<file path="src/rtl/sfifo_wr_arbiter_pkg.sv">
// Shared types for the sfifo write-side arbiter.
package sfifo_wr_arbiter_pkg;

   // Arbiter FSM: IDLE picks an owner, LOCKED streams the owner's beats.
   typedef enum logic {
      StIdle   = 1'b0,
      StLocked = 1'b1
   } arb_state_t;

endpackage

</file>
<file path="src/rtl/sfifo_wr_arbiter_rr_pick.sv">
// Round-robin pick: one-hot winner is the first request at or after ptr, wrapping.
module sfifo_wr_arbiter_rr_pick #(
   parameter int unsigned NIN = 4
) (
   input  logic [NIN-1:0]         req,
   input  logic [$clog2(NIN)-1:0] ptr,
   output logic [NIN-1:0]         winner
);

   localparam int unsigned PW = $clog2(NIN);

   logic [PW:0] idx;

   // Scan from the farthest offset down to ptr so the nearest request overwrites.
   always_comb begin
      winner = '0;
      idx    = '0;
      for (int i = NIN - 1; i >= 0; i--) begin
         idx = {1'b0, ptr} + (PW+1)'(i);
         if (idx >= (PW+1)'(NIN)) begin
            idx = idx - (PW+1)'(NIN);
         end
         if (req[idx[PW-1:0]]) begin
            winner                = '0;
            winner[idx[PW-1:0]]   = 1'b1;
         end
      end
   end

endmodule

</file>
<file path="src/rtl/sfifo_wr_arbiter.sv">
// Round-robin arbiter sharing one sfifo write port among NIN packet sources.
// The grant is held for a whole packet so packets never interleave in the FIFO.
module sfifo_wr_arbiter
   import sfifo_wr_arbiter_pkg::*;
#(
   parameter int unsigned NIN      = 4,
   parameter int unsigned BW       = 8,
   parameter bit          OPT_LOCK = 1'b1
) (
   input  logic              i_clk,
   input  logic              i_reset_n,
   input  logic [NIN-1:0]    i_valid,
   input  logic [NIN*BW-1:0] i_data,
   input  logic [NIN-1:0]    i_last,
   output logic [NIN-1:0]    o_ready,
   output logic              o_wr,
   output logic [BW:0]       o_wr_data,
   input  logic              i_full,
   output logic [NIN-1:0]    o_grant,
   output logic              o_busy
);

   localparam int unsigned PW = $clog2(NIN);

   arb_state_t       state;
   logic [PW-1:0]    ptr;
   logic [NIN-1:0]   winner;
   logic [PW-1:0]    owner_idx;
   logic             owner_valid;
   logic             owner_last;
   logic [BW-1:0]    owner_data;
   logic             xfer;
   logic [PW-1:0]    next_ptr;

   sfifo_wr_arbiter_rr_pick #(
      .NIN (NIN)
   ) u_rr_pick (
      .req    (i_valid),
      .ptr    (ptr),
      .winner (winner)
   );

   // Owner mux: select valid/last/data of the one-hot granted source.
   always_comb begin
      owner_idx   = '0;
      owner_valid = 1'b0;
      owner_last  = 1'b0;
      owner_data  = '0;
      for (int k = 0; k < NIN; k++) begin
         if (o_grant[k]) begin
            owner_idx   = PW'(k);
            owner_valid = i_valid[k];
            owner_last  = i_last[k];
            owner_data  = i_data[k*BW +: BW];
         end
      end
   end

   // Write path: accept from the owner only while the FIFO has room.
   always_comb begin
      xfer      = (state == StLocked) && owner_valid && !i_full;
      o_ready   = ((state == StLocked) && !i_full) ? o_grant : '0;
      o_wr      = xfer;
      o_wr_data = {owner_last, owner_data};
      // The source that just finished drops to lowest priority next round.
      next_ptr  = (owner_idx == PW'(NIN - 1)) ? '0 : owner_idx + 1'b1;
   end

   // Arbitration FSM with registered grant, pointer and busy flag.
   always_ff @(posedge i_clk) begin
      if (!i_reset_n) begin
         state   <= StIdle;
         o_grant <= '0;
         ptr     <= '0;
         o_busy  <= 1'b0;
      end else begin
         case (state)
            StIdle: begin
               if (|i_valid) begin
                  o_grant <= winner;
                  state   <= StLocked;
                  o_busy  <= 1'b1;
               end
            end
            StLocked: begin
               if (xfer && (!OPT_LOCK || owner_last)) begin
                  o_grant <= '0;
                  state   <= StIdle;
                  o_busy  <= 1'b0;
                  ptr     <= next_ptr;
               end
            end
            default: begin
               state <= StIdle;
            end
         endcase
      end
   end

endmodule

</file>
<file path="config.mk">
export PLATFORM = sky130hd
export DESIGN_NAME = sfifo_wr_arbiter
export DESIGN_NICKNAME = d
export VERILOG_FILES = /design/src/rtl/sfifo_wr_arbiter_pkg.sv /design/src/rtl/sfifo_wr_arbiter_rr_pick.sv /design/src/rtl/sfifo_wr_arbiter.sv
export SDC_FILE = /design/constraint.sdc
export NUM_CORES = 1
export LEC_CHECK = 0
export CAP_MARGIN = 20
export CELL_PAD_IN_SITES_DETAIL_PLACEMENT = 1
export CELL_PAD_IN_SITES_GLOBAL_PLACEMENT = 2
export CORE_ASPECT_RATIO = 0.5
export CORE_UTILIZATION = 19
export DETAILED_ROUTE_END_ITERATION = 16
export PLACE_DENSITY = 0.75
export SYNTH_ARGS = -nofsm -noshare
export SYNTH_HDL_FRONTEND = slang
export SYNTH_SLANG_ARGS = --single-unit
</file>
<file path="constraint.sdc">
create_clock -name i_clk -period 3.3 [get_ports i_clk]
set_input_delay 0.825 -clock i_clk [delete_from_list [all_inputs] [get_ports i_clk]]
set_output_delay 0.825 -clock i_clk [all_outputs]
set_load 0.005 [all_outputs]
</file>
# Yosys cells after proc, flatten, opt, wreduce, memory -nomap -nowiden
# Index checks and enable logic that the tools add are counted.
# totals
register_bits,8
latchBits,0
mem_bits_rw,0
rom_bits,0
input_bits,43
out_inout_bits,19
elab_cells,90
n_memories,0
# op_classes
add_sub_neg,8
multipliers,0
div,0
order_cmp,12
eq_ne,3
shifts,0
muxes,50
n_bitwise,1
n_reduce_logical,12
# ops
operator,count
8-bit 2-to-1 mux,4
4-bit 2-to-1 mux,7
1-bit 2-to-1 mux,21
2-bit 2-to-1 mux,7
2-bit by 3-bit < comparator with 1-bit output (second input constant),4
3-bit greater-or-equal comparator (second input constant),3
1-bit binary-select mux with 2-bit select,4
1-bit demux with 2-bit select,4
2-bit by 1-bit greater-or-equal comparator with 1-bit output (second input constant),4
1-bit logical AND,8
4-bit case mux with 2 select lines,1
2-bit by 1-bit subtractor with 2-bit output (second input constant),4
2-bit by 2-bit adder with 3-bit output (second input constant),2
1-bit case mux with 2 select lines,2
2-bit AND reduction,2
4-bit OR reduction,1
2-bit by 1-bit adder with 3-bit output (second input constant),1
2-bit by 3-bit greater-or-equal comparator with 1-bit output (second input constant),1
2-bit by 1-bit adder with 2-bit output (second input constant),1
2-bit == test (second input constant),1
2-bit by 1-bit != test with 1-bit output (second input constant),1
2-bit != test (second input constant),1
1-bit logical NOT,1
1-bit inverter,1

# Longest topological paths before layout
# logic_depth
ltp_word,13
mapped_depth,9
depth_no_buf,7

# Hierarchy
# Synthesis repeated with hierarchy kept, for this count alone.
# unflattened
cells_unflattened,136
hier_area_um2,1101.1
# by_module_without_submodules
module,instances,cells_each,area_each_um2,seq_area_each_um2
sfifo_wr_arbiter,1,89,688.2,160.2
sfifo_wr_arbiter_rr_pick,1,47,412.9,0.0

# Worst setup path after synthesis
# Ideal clock, no wire load.
# synth_path
kind,register -> register
from,register ptr[0]
to,register o_grant[0]
setup_time_ns,0.080
arrival_ns,2.219
t_required_ns,3.220
path_slack_ns,1.001
path_stages_with_launch,9
period_less_slack_ns,2.299
path_cell_list,dfxtp_1 buf_6 inv_1 ha_1 clkbuf_2 or3b_2 a311o_1 or2_4 o2111ai_2
# synth_via
elab_chain_len,13
# synth_rtl
item,line_no,rtl
from (decl),sfifo_wr_arbiter.sv:26,logic [PW-1:0] ptr;
from (signal assigned),sfifo_wr_arbiter.sv:90,ptr <= next_ptr;
2-bit by 2-bit adder with 3-bit output,sfifo_wr_arbiter_rr_pick.sv:19,"idx = {1'b0, ptr} + (PW+1)'(i);"
3-bit greater-or-equal comparator / 2-bit by 1-bit subtractor with 2-bit output (equally long branches),"sfifo_wr_arbiter_rr_pick.sv:20, sfifo_wr_arbiter_rr_pick.sv:21",
2-bit 2-to-1 mux,sfifo_wr_arbiter_rr_pick.sv:20,if (idx >= (PW+1)'(NIN)) begin
2-bit by 3-bit < comparator with 1-bit output (implied by the code) / 2-bit by 1-bit greater-or-equal comparator with 1-bit output (equally long branches),sfifo_wr_arbiter_rr_pick.sv:25,winner[idx[PW-1:0]] = 1'b1;
1-bit logical AND (implied by the code),sfifo_wr_arbiter_rr_pick.sv:25,
1-bit 2-to-1 mux (implied by the code),sfifo_wr_arbiter_rr_pick.sv:25,
1-bit demux with 2-bit select,--,
4-bit 2-to-1 mux (3 in series),sfifo_wr_arbiter_rr_pick.sv:23,if (req[idx[PW-1:0]]) begin
4-bit 2-to-1 mux *,sfifo_wr_arbiter_rr_pick.sv:23,
4-bit 2-to-1 mux *,sfifo_wr_arbiter.sv:79,if (|i_valid) begin
4-bit case mux with 2 select lines *,sfifo_wr_arbiter.sv:77,case (state)
to (signal assigned),sfifo_wr_arbiter.sv:80,o_grant <= winner;
to (decl),sfifo_wr_arbiter.sv:19,"output logic [NIN-1:0] o_grant,"
# Mark *: on every way between the ends. The rest lies on a longest branch, timed or not. The select of a mux whose other input is x is not followed.
# A chain may end at the register's enable or synchronous reset.

# Worst setup path in the final report
# layout_path
from,input i_valid[2]
to,output o_wr
# layout_via
elab_chain_len,4
# layout_rtl
item,line_no,rtl
from (decl),sfifo_wr_arbiter.sv:12,"input logic [NIN-1:0] i_valid,"
1-bit 2-to-1 mux (2 in series),sfifo_wr_arbiter.sv:50,if (o_grant[k]) begin
1-bit logical AND (2 in series),sfifo_wr_arbiter.sv:61,xfer = (state == StLocked) && owner_valid && !i_full;
to (decl),sfifo_wr_arbiter.sv:16,"output logic o_wr,"
# No other way between the ends.

==> results.ini <==
[outcome]
outcome=completed

[setup_path]
slowest_stage=clkdlybuf4s50_1
crit_family=buffers and inverters
crit_path_end_kind=primary output
crit_chain=clkdlybuf4s50_1, a21oi_1, a311oi_1, clkdlybuf4s50_1
cp_max_fo=2
critPathRequiredTime_ps=2470
crit_arrival_ps=2330
path_buf_inv=2
path_class=input pin to primary output
cp_slowest_stage_delay_ps=560
startpoint_type=input pin
crit_top_cell=clkdlybuf4s50_1

[floorplan]
die_h_microns=55.0
die_x_microns=108
io_pins=62
dieArea_sq_mm=0.00593
start_util=0.207
rows=18
coreArea_sq_mm=0.00516

[detailed_routing]
drt-initial-drc-count=69
drt-total-wl_microns=4100
route.detailed.drc=0
drtAntennaViolNets=0
drt-wirelength-per-cell_microns=14.8
via_per_inst=4.59
vias=1267
drtPass1Iterations=4

[flow_run]
maxCapViolCount=0

[yosys]
syn-num-nets=193
avgSynthCellArea_sq_um=7.51
synth_edf_count=0
ys_async_sr_fraction=0
yosys_most_used_dff=dfxtp_1
syn_inst=142
ys_seq_elements=8
netlist_area_sq_mm=0.00107
yosysWarnings=0
yosysSeqAreaShare=0.150
synth_top_area_cell=dfxtp_1
synth_top_area_share=0.150
synth_cell_types=40
netlist_top_cells_area=dfxtp_1, ha_1, o21ai_0

[global_route]
grt-ovfl-total=0
grt_use_total=0.137
grt_max_degree=18
antenna_found_initial=0
grt_pass1_wl_microns=6230
grt_pass1_vias=1276

[sta]
fin_skew_ps=1.21
holdWs_ps=478
slew_viol_final=0
fin_setup_tns_ps=0
rsz0062_at_grt=false
final-setup-viol-count=0
slew_headroom=0.598
hold_violations=0
fin_crit_ps=3150
worst_pin_slew_ps=601
max_freq_mhz=317
finalCritPeriodShare=0.955

[finish]
postLayoutCellArea_sq_mm=0.00183
final_cells=276
fin_nets=259
area_growth_syn_to_layout_pct=71.6
drive_gt1_frac=0.117
antennaDiodeCount=0

[clock_network]
cts-root-buf=clkbuf_8
post_cts_resized=0
h-tree-depth=1
hold_buffers=0
clock_latency_ps=230
cts_buffer_depth=2
cts_setup_buffers=0
clkSlewWorstSetupHoldPaths_ps=40
cts-buffers-inserted=3
numClockSinks=8
cts_tree=done

[place]
io_buffer_count=61
place_congestion=0.734
placed_area_sq_mm=0.00179
hpwl_microns=3250
place_inst=273

[worst_hold_path]
worstHoldPathType=flop to flop

[power]
ir_drop_mv=0.0808
power.density_mw_per_mm2=212
power_leakage_nw=0.673

[cell usage in the layout (no fill, tap or decap)]
master           instances
inv_1                   10
dfxtp_1                  8
o221a_2                  1
nand3_1                  4
o21ai_1                  1
a32oi_1                  3
nand2_1                 14
or2_2                    1
o2111ai_2                1
mux2_2                   2
or3b_2                   1
nor3_1                   1
a221oi_1                 1
a311oi_1                 1
nand2b_1                 3
o221ai_2                 2
nor2b_1                  4
or2_4                    1
a311o_1                  1
a211oi_1                 3
a21o_1                   1
and2b_1                  1
clkdlybuf4s50_1         61
nor4_1                   1
and3_2                   1
and2_1                   4
ha_1                     8
nand3b_1                 3
nor2_1                  10
buf_4                   10
a21oi_1                  3
nand4bb_1                1
mux4_2                   1
and3_1                   1
a221o_1                  8
clkbuf_8                 3
o21bai_1                 1
mux2i_1                  6
o21ai_0                 19
[tightest hold or removal path, cell delays in order, from the launching register on]
cell and delay (ps):
dfxtp_1 300, nand2b_1 70, a21oi_1 60
[Yosys cell counts (all sizes together), types with 4 or more instances]
library cell / count
mux2i: 6
inv: 10
and2: 4
a221o: 8
ha: 8
clkbuf: 8
nand3: 4
dfxtp: 8
o21ai: 20
nor2: 10
nor2b: 4
nand2: 14
[cell type report]
| type | count | area, sq um |
|---|---|---|
| tap | 70 | 87.6 |
| clock buffer | 3 | 41.3 |
| timing repair buffer | 71 | 686 |
| inverter | 10 | 37.5 |
| fill | 636 | 3330 |
| sequential | 8 | 160 |
| multi-input combinational | 114 | 817 |
[stage by stage]
| stage | util | power [mW] | setup WS [ps] |
|---|---|---|---|
| final | 0.355 | 0.388 | 149 |
| after global routing | 0.355 | 0.414 | 67.3 |
| after floorplan | - | 0.168 | 1000 |
| after detailed placement | 0.347 | 0.274 | 135 |
| after global placement | 0.347 | 0.272 | 153 |
| after CTS | 0.355 | 0.394 | 130 |
[power breakdown]
part	internal, mW	total [mW]	switching (mW)
combinational	0.105	0.165	0.0594
sequential	0.102	0.107	0.00537
clock	0.0789	0.117	0.0378
[routing by layer]
| metal | vias up | track usage | wire (microns) |
|---|---|---|---|
| li1 | 654 | - | - |
| met1 | 592 | 0.167 | 1910 |
| met2 | 21 | 0.269 | 2060 |
| met3 | 0 | 0.0141 | 123 |
| met4 | 0 | 0.0274 | 0 |
| met5 | - | 0 | 0 |
[sequential cells by signal, indices dropped and copies added (netlist names)]
name / count
ptr: 2
state: 1
o_busy: 1
o_grant: 4
[final timing paths]
kind	to	cells past startpoint	slack [ps]	start
worst min-delay path	o_busy	2	480	o_busy
worst min register to register	o_busy	2	480	o_busy
worst max-delay path	o_wr	4	150	i_valid[2]
worst max register to register	o_grant[0]	6	820	ptr[1]
[cells by family after synthesis]
kind of cell / share of synthesized area
buffers and inverters: 0.0833
and+or+nand+nor: 0.252
muxes: 0.0986
DFF: 0.150
adders and majority gates: 0.0939
AOI/OAI and AO/OA: 0.322
Power figures use the tool's default switching activity.
